<file path="src/rtl/bcd_time_counter_pkg.sv">
// Shared definitions for the BCD time-of-day counter: digit type, roll-over limits
// and the 24h -> 12h display mapping.
package bcd_time_counter_pkg;

  typedef logic [3:0] bcd_t;

  localparam int unsigned SEC_MAX  = 59;
  localparam int unsigned MIN_MAX  = 59;
  localparam int unsigned HOUR_MAX = 23;

  // Maps an internal 00-23 BCD hour onto the 12-hour dial (0 -> 12, 13-23 -> 1-11).
  function automatic logic [7:0] hour_12h(input bcd_t tens, input bcd_t units);
    int unsigned h;
    h = 32'(tens) * 10 + 32'(units);
    if (h == 0) begin
      h = 12;
    end else if (h > 12) begin
      h = h - 12;
    end
    return {4'(h / 10), 4'(h % 10)};
  endfunction

endpackage

</file>
<file path="src/rtl/bcd_mod_counter.sv">
// Two-digit BCD counter that rolls MAX -> 00; clr has priority over inc.
module bcd_mod_counter
  import bcd_time_counter_pkg::*;
#(
  parameter int unsigned MAX = 59
) (
  input  logic       clk,
  input  logic       rst_n,
  input  logic       inc,
  input  logic       clr,
  output logic [3:0] tens,
  output logic [3:0] units,
  output logic       carry
);

  localparam bcd_t MAX_TENS  = 4'(MAX / 10);
  localparam bcd_t MAX_UNITS = 4'(MAX % 10);

  logic at_max_c;

  assign at_max_c = (tens == MAX_TENS) && (units == MAX_UNITS);
  // Carry is combinational so the next stage advances on the same edge.
  assign carry    = inc && !clr && at_max_c;

  always_ff @(posedge clk or negedge rst_n) begin
    if (!rst_n) begin
      tens  <= '0;
      units <= '0;
    end else if (clr) begin
      tens  <= '0;
      units <= '0;
    end else if (inc) begin
      if (at_max_c) begin
        tens  <= '0;
        units <= '0;
      end else if (units == 4'd9) begin
        tens  <= tens + 4'd1;
        units <= '0;
      end else begin
        units <= units + 4'd1;
      end
    end
  end

endmodule

</file>
<file path="src/rtl/bcd_time_counter.sv">
// BCD time-of-day counter: prescaler, second/minute/hour chain, set buttons with
// priority over the time advance, and 12/24-hour display mapping.
module bcd_time_counter
  import bcd_time_counter_pkg::*;
#(
  parameter int unsigned TICKS_PER_SEC = 100_000_000,
  parameter int unsigned PRESCALE_W    = $clog2(TICKS_PER_SEC)
) (
  input  logic       CLK100MHZ,
  input  logic       RESET_N,
  input  logic       run,
  input  logic       mode_24h,
  input  logic       inc_min,
  input  logic       inc_hour,
  output logic [3:0] hours2,
  output logic [3:0] hours1,
  output logic [3:0] mins2,
  output logic [3:0] mins1,
  output logic [3:0] secs2,
  output logic [3:0] secs1,
  output logic       pm,
  output logic       sec_tick,
  output logic       min_tick
);

  localparam logic [PRESCALE_W-1:0] PRESC_LAST = PRESCALE_W'(TICKS_PER_SEC - 1);

  logic [PRESCALE_W-1:0] presc_q;
  logic [PRESCALE_W-1:0] presc_d;
  logic                  tick_c;
  logic                  adv_c;
  logic                  sec_carry;
  logic                  min_carry;
  logic                  min_inc_c;
  logic                  hour_inc_c;
  logic                  hour_carry_unused;
  bcd_t                  hr_tens;
  bcd_t                  hr_units;
  logic [7:0]            hr12_c;

  // A set pulse in the same cycle as a tick suppresses that tick's advance.
  assign tick_c     = run && (presc_q == PRESC_LAST);
  assign adv_c      = tick_c && !(inc_min || inc_hour);
  assign min_inc_c  = sec_carry || inc_min;
  assign hour_inc_c = inc_hour || (min_carry && adv_c);

  always_comb begin
    presc_d = presc_q;
    if (inc_min) begin
      presc_d = '0;
    end else if (run) begin
      presc_d = tick_c ? '0 : presc_q + PRESCALE_W'(1);
    end
  end

  always_ff @(posedge CLK100MHZ or negedge RESET_N) begin
    if (!RESET_N) begin
      presc_q  <= '0;
      sec_tick <= 1'b0;
      min_tick <= 1'b0;
    end else begin
      presc_q  <= presc_d;
      sec_tick <= tick_c;
      min_tick <= sec_carry;
    end
  end

  bcd_mod_counter #(.MAX(SEC_MAX)) u_secs (
    .clk   (CLK100MHZ),
    .rst_n (RESET_N),
    .inc   (adv_c),
    .clr   (inc_min),
    .tens  (secs2),
    .units (secs1),
    .carry (sec_carry)
  );

  bcd_mod_counter #(.MAX(MIN_MAX)) u_mins (
    .clk   (CLK100MHZ),
    .rst_n (RESET_N),
    .inc   (min_inc_c),
    .clr   (1'b0),
    .tens  (mins2),
    .units (mins1),
    .carry (min_carry)
  );

  bcd_mod_counter #(.MAX(HOUR_MAX)) u_hours (
    .clk   (CLK100MHZ),
    .rst_n (RESET_N),
    .inc   (hour_inc_c),
    .clr   (1'b0),
    .tens  (hr_tens),
    .units (hr_units),
    .carry (hour_carry_unused)
  );

  assign hr12_c           = hour_12h(hr_tens, hr_units);
  assign {hours2, hours1} = mode_24h ? {hr_tens, hr_units} : hr12_c;
  assign pm               = (hr_tens == 4'd2) || ((hr_tens == 4'd1) && (hr_units >= 4'd2));

endmodule

</file>
<file path="config.mk">
export PLATFORM = sky130hd
export DESIGN_NAME = bcd_time_counter
export DESIGN_NICKNAME = d
export VERILOG_FILES = /design/src/rtl/bcd_time_counter_pkg.sv /design/src/rtl/bcd_mod_counter.sv /design/src/rtl/bcd_time_counter.sv
export SDC_FILE = /design/constraint.sdc
export NUM_CORES = 1
export LEC_CHECK = 0
export BUFFER_PORTS_ARGS = -buffer_cell sky130_fd_sc_hd__buf_2
export CAP_MARGIN = 30
export CORE_ASPECT_RATIO = 0.75
export CORE_MARGIN = 5
export CORE_UTILIZATION = 45
export DETAILED_ROUTE_END_ITERATION = 8
export GPL_TIMING_DRIVEN = 0
export PLACE_DENSITY_LB_ADDON = 0.15
export SYNTH_ARGS = -nofsm -noshare
export SYNTH_HDL_FRONTEND = slang
export SYNTH_HIERARCHICAL = 1
export SYNTH_SLANG_ARGS = --single-unit
</file>
<file path="constraint.sdc">
create_clock -name CLK100MHZ -period 5.4 [get_ports CLK100MHZ]
set_input_delay 1.08 -clock CLK100MHZ [delete_from_list [all_inputs] [get_ports CLK100MHZ]]
set_output_delay 1.08 -clock CLK100MHZ [all_outputs]
set_load 0.1 [all_outputs]
</file>
==> results of run 1 <==
==> how the worst max path moves through the flow <==
stage / startpoint / endpoint / slack [ns] / cells past startpoint
after floorplan: u_hours/tens[1] / hours1[1] / -0.93 / 18
after detailed placement: u_hours/tens[0] / hours1[2] / -0.80 / 18
after CTS: u_hours/tens[1] / hours1[1] / -0.37 / 18
final: u_hours/tens[0] / hours1[2] / -0.62 / 20
after global routing: u_hours/tens[1] / hours1[1] / -0.72 / 19
after global placement: u_hours/tens[0] / hours1[2] / -0.75 / 18
==> power breakdown <==
part           switching [mW]  internal (mW)  total (mW)
logic                   0.120         0.0548       0.175
registers             0.00595          0.400       0.406
clock network           0.151          0.173       0.324
total                   0.278          0.628       0.906
==> what timing repair did <==
| item | CTS | global route |
|---|---|---|
| pin swaps | 20 | 12 |
| endpoints found under the setup margin | 7 | 7 |
| gates cloned | 1 | 0 |
| gates resized for setup | 53 | 22 |
| buffers inserted | 29 | 9 |
==> cell usage in the layout (no fill, tap or decap), types with 5 or more instances in the layout <==
cell,instances
a21oi_2,5
and3_1,10
o31ai_1,6
nand4_1,8
nor2_1,50
nor2b_1,8
buf_2,29
nand2_1,43
dfrtp_1,48
clkbuf_16,5
o21ai_0,13
nor4b_1,5
nand3_1,28
a21o_1,5
a21oi_1,27
xor2_1,18
buf_6,12
clkbuf_1,8
dfrtp_2,5
xnor2_1,12
inv_1,18
o211ai_1,7
a211oi_2,5
ha_1,18
buf_4,41
nand2b_1,7
nor3_1,12
nand3b_1,13
==> through the flow <==
| step | utilization | power [mW] | hold slack [ns] | cells | worst slack [ns] |
|---|---|---|---|---|---|
| after global placement | 0.497 | 0.563 | 0.516 | 693 | -0.746 |
| after floorplan | - | 0.529 | 0.497 | 526 | -0.934 |
| after global routing | 0.575 | 0.946 | 0.560 | 742 | -0.724 |
| after CTS | 0.559 | 0.909 | 0.546 | 732 | -0.372 |
| after detailed placement | 0.499 | 0.567 | 0.530 | 694 | -0.796 |
| final | 0.575 | 0.906 | 0.543 | 742 | -0.622 |
==> worst reg2reg max path, cell delays in order (launching register included) <==
cell	delay, ns
dfrtp_1	0.44
nor4b_1	0.34
nand3_1	0.11
nor4_1	0.26
nand3_1	0.23
nor3_1	0.30
nand4b_2	0.18
nor3_1	0.24
or2_2	0.28
nand4b_2	0.19
nor3_1	0.41
a21o_1	0.31
inv_1	0.08
buf_2	0.18
or3_1	0.36
a21oi_1	0.13
==> flip-flops by register name (all words and copies together) (netlist names) <==
| name | count |
|---|---|
| presc_q | 27 |
| min_tick | 1 |
| sec_tick | 1 |
| u_hours/tens | 4 |
| u_mins/units | 4 |
| u_secs/units | 4 |
| u_secs/tens | 4 |
| u_hours/units | 4 |
| u_mins/tens | 4 |
==> layer usage <==
| metal | vias up | track usage | routed length [um] |
|---|---|---|---|
| li1 | 2099 | - | - |
| met1 | 2150 | 0.310 | 6210 |
| met2 | 188 | 0.286 | 5350 |
| met3 | 40 | 0.0405 | 966 |
| met4 | 0 | 0.0445 | 306 |
| met5 | - | 0 | 0 |
==> cell type report <==
| cell class | count | share of cell area |
|---|---|---|
| inverters | 20 | 0.0128 |
| plain buffers | 22 | 0.0249 |
| well taps | 136 | 0.0290 |
| clock inverters | 3 | 0.00362 |
| clock buffers | 5 | 0.0213 |
| multi-input cells | 431 | 0.591 |
| flip-flops and latches | 53 | 0.227 |
| repair buffers | 72 | 0.0911 |
==> impl_metrics.json, run 1 <==
{
  "antenna_cells": 0,
  "grt_usage": 0.201,
  "fill_cells": 910,
  "ant_nets": 0,
  "yosys_warnings": 6,
  "vias": 4477,
  "timing.final.hold_violations": 0,
  "vdd_drop_max_mv": 0.134,
  "place_congestion": 0.837,
  "min_path_cells": 2,
  "clkLatencyLatePin_ns": 0.30,
  "crit_path_max_fanout": 8,
  "h-tree-depth": 2,
  "worstPathRequired_ns": 4.32,
  "grt_pass1_wl_um": 20900,
  "crit_type": "flop to output port",
  "multi_input_area_sq_um": 3470,
  "reg2reg_to": "u_hours/tens[1]",
  "leakagePower_nw": 2.51,
  "whs_endpoint": "presc_q[5]",
  "cp-start-kind": "flop",
  "regArea_sq_um": 1330,
  "firstDrtPassIters": 5,
  "io_buffer_count": 31,
  "report.final.slew_viol_count": 0,
  "crit_arrival_ns": 4.94,
  "clock-sinks": 53,
  "grt-ovfl-total": 0,
  "min_period_over_period": 1.12,
  "fin_worst_skew_ns": 0.00895,
  "cts_buffers": 5,
  "syn2layout_area_growth_pct": 26.3,
  "dieArea_sq_um": 12500,
  "start_util": 0.456,
  "critPathTopFamily": "compound AO/OA/AOI/OAI gates",
  "cp_cell_sequence": "ha_2 -> ha_1 -> buf_2 -> xor2_4 -> ha_1 -> nor4b_1 -> nand3_1 -> a31o_2 -> o211a_4 -> o211ai_4 -> or2b_4 -> o21ai_2 -> a211oi_2 -> buf_4 -> buf_4 -> a21boi_4 -> nor2_1 -> mux2i_1 -> o211ai_4 -> buf_12",
  "wire_per_inst_um": 17.3,
  "fin_ws_ns": -0.622,
  "outcome": "finished, violations left",
  "powerDensity_nw_per_um2": 154,
  "antenna_found_initial": 0,
  "worst_slew_pin_slew_ns": 0.718,
  "hp-start": "presc_q[5]",
  "post_dp_cell_area_sq_um": 5100,
  "r2r.worst_path.cells": 15,
  "viasPerCell": 6.03,
  "drtIter0Drc": 332,
  "hold_path_class": "flop to flop",
  "maxCapViolCount": 0,
  "period_minus_slack_ns": 6.02,
  "cts-hold-fix-buffers": 0,
  "fmax_mhz": 166,
  "rows": 32,
  "setup_tns_ns": -2.58,
  "drive_gt1_frac": 0.305,
  "nets": 635,
  "ios": 33,
  "avgSynthCellArea_sq_um": 8.86,
  "grt_setup_unrepaired": "yes",
  "synthCells": 525,
  "dp_hpwl_um": 8580,
  "grt_pass1_vias": 4130,
  "slew_headroom": 0.518,
  "drcViolationCount": 0,
  "r2r_slack_ns": 1.30,
  "fp.dieW_um": 127,
  "path_clk_slew_ns": 0.07,
  "critPathMaxStageDelay_ns": 0.44,
  "r2r-start": "presc_q[17]",
  "cp_num_buf_inv": 4,
  "cp_slowest_cell": "dfrtp_2",
  "cts_tree": "yes",
  "syn-cell-area_sq_um": 4650,
  "finalWirelength_um": 12800,
  "cts_buffer_depth": 2,
  "cts-root-buf": "clkbuf_16",
  "grt_start_max_net_pins": 28,
  "end_kind": "output port",
  "violations": "setup timing",
  "core_area_sq_um": 10200,
  "stdcell_area_sq_um": 5880,
  "die_y_um": 98.1,
  "finalSetupViolCount": 6
}
Power figures use the tool's default switching activity.
==> inputs of run 2 (changes only) <==
CORE_ASPECT_RATIO = 1.2   (was 0.75)
CORE_UTILIZATION = 48   (was 45)
==> run 2 against run 1 <==
The flow still finishes with violations (setup timing); utilization is 3.4 points higher; cell count is 3.5% lower; register-to-register slack got worse by 0.17 ns; die area decreased by 5.8%; largest cell class unchanged.
==> impl_metrics.json, run 2 (synthesis results as in run 1) <==
{
  "antenna_cells": 0,
  "syn2layout_area_growth_pct": 24.6,
  "nets": 622,
  "slew_headroom": 0.374,
  "cts_buffer_depth": 2,
  "vias": 4272,
  "fin_util": 0.609,
  "crit_type": "flop to output port",
  "r2r_slack_ns": 1.13,
  "core_area_sq_um": 9520,
  "min_path_cells": 2,
  "ios": 33,
  "r2r.worst_path.cells": 15,
  "fin_worst_skew_ns": 0.00727,
  "io_buffer_count": 31,
  "hold_path_class": "flop to flop",
  "viasPerCell": 5.97,
  "fmax_mhz": 168,
  "end_kind": "output port",
  "finalWirelength_um": 11900,
  "h-tree-depth": 2,
  "grt_pass1_wl_um": 20200,
  "grt_pass1_vias": 4324,
  "whs_endpoint": "presc_q[18]",
  "regMostFlops": "presc_q",
  "firstDrtPassIters": 5,
  "clkLatencyLatePin_ns": 0.29,
  "cts-hold-fix-buffers": 0,
  "hp-start": "presc_q[18]",
  "crit_path_max_fanout": 10,
  "die_y_um": 118,
  "period_minus_slack_ns": 5.96,
  "finalSetupViolCount": 5,
  "timing.hold.ws_ns": 0.542,
  "start_util": 0.489,
  "maxCapViolCount": 0,
  "cp-start-kind": "flop",
  "crit_arrival_ns": 4.88,
  "wire_per_inst_um": 16.6,
  "powerDensity_nw_per_um2": 170,
  "worstPathRequired_ns": 4.32,
  "min_period_over_period": 1.10,
  "reg2reg_to": "u_hours/tens[1]",
  "rows": 39,
  "drcViolationCount": 0,
  "layout_common_cells": "50 x nor2_1, 49 x dfrtp_1, 42 x nand2_1",
  "cts-root-buf": "clkbuf_16",
  "dp_hpwl_um": 8410,
  "ant_nets": 0,
  "drtIter0Drc": 210,
  "violations": "setup timing",
  "antenna_found_initial": 0,
  "largest_reg_flops": 27,
  "vdd_drop_max_mv": 0.238,
  "drive_gt1_frac": 0.287,
  "timing.final.hold_violations": 0,
  "place_congestion": 0.863,
  "clock-sinks": 53,
  "cts_tree": "yes",
  "grt-ovfl-total": 0,
  "leakagePower_nw": 2.47,
  "totalPowerFinal_mw": 0.983,
  "worst_slew_pin_slew_ns": 0.931,
  "grt_start_max_net_pins": 39,
  "place_ws_ns": -0.783,
  "grt_setup_unrepaired": "yes",
  "path_clk_slew_ns": 0.07,
  "r2r-start": "presc_q[17]",
  "fin_ws_ns": -0.560,
  "dieArea_sq_um": 11800,
  "fp.dieW_um": 99.9,
  "layout_commonest_cell": "nor2_1",
  "grt_usage": 0.204,
  "cts_buffers": 5,
  "outcome": "finished, violations left",
  "report.final.slew_viol_count": 0
}
## run 2: changes by cell type in the layout (fill, tap and decap cells not counted), moves of 2 or more
cell / change
buf_4: -10
buf_8: +2
buf_6: -4
bufinv_16: +2
buf_2: -2
## run 2: what timing repair did
item	CTS	global route
pin swaps	16	1
setup buffers	24	3
endpoints found under the setup margin	7	7
gates cloned	0	0
gates resized for setup	46	26
## run 2: layer usage
metal,vias up,track usage,part of all wire
li1,2071,-,-
met1,2072,0.245,0.42
met2,103,0.357,0.52
met3,26,0.0296,0.033
met4,0,0.0845,0.027
met5,-,0,0
## run 2: worst max-delay path by stage
stage / to / startpoint / depth (start not counted) / slack (ns)
after floorplan: hours1[1] / u_hours/tens[1] / 18 / -0.93
after global placement: hours1[2] / u_hours/tens[1] / 18 / -0.70
after detailed placement: hours1[2] / u_hours/tens[0] / 18 / -0.78
after CTS: hours1[1] / u_hours/tens[1] / 19 / -0.44
after global routing: hours1[2] / u_hours/tens[1] / 20 / -0.76
final: hours1[2] / u_hours/tens[1] / 20 / -0.56
## run 2: per-stage QoR
| step | setup TNS (ns) | area (sq um) | instances |
|---|---|---|---|
| final | -2.32 | 5800 | 716 |
| after global routing | -3.55 | 5800 | 716 |
| after CTS | -1.91 | 5650 | 713 |
| after detailed placement | -3.46 | 5080 | 681 |
| after global placement | -3.04 | 5060 | 680 |
| after floorplan | -2.17 | 4750 | 526 |
## run 2: worst max-delay path, stage by stage, from the launching register on
cell and delay, ns:
dfrtp_2 0.43, ha_4 0.28, ha_4 0.13, inv_2 0.04, fa_2 0.60, nor3b_4 0.24, mux2i_2 0.13, a22o_1 0.24
buf_6 0.16, o211a_4 0.28, o211ai_2 0.22, or2b_1 0.31, o21ai_1 0.23, a211oi_2 0.10, buf_4 0.16, buf_4 0.14
a21boi_4 0.20, nor2_1 0.10, mux2i_1 0.17, o211ai_4 0.21, buf_12 0.20
## run 2: power breakdown
part           internal, mW  total [mW]  switching, mW
Sequential            0.400       0.406        0.00599
Clock                 0.265       0.407          0.143
Combinational        0.0538       0.169          0.116
Total                 0.719       0.983          0.264
## run 2: layout make-up
type / count / area, sq um
flip-flops and latches: 53 / 1330
fillers: 842 / 3720
multi-input cells: 431 / 3450
well taps: 123 / 154
clock buffers: 5 / 125
inverters: 20 / 75.1
plain buffers: 22 / 150
repair buffers: 59 / 452
clock inverters: 3 / 65.1
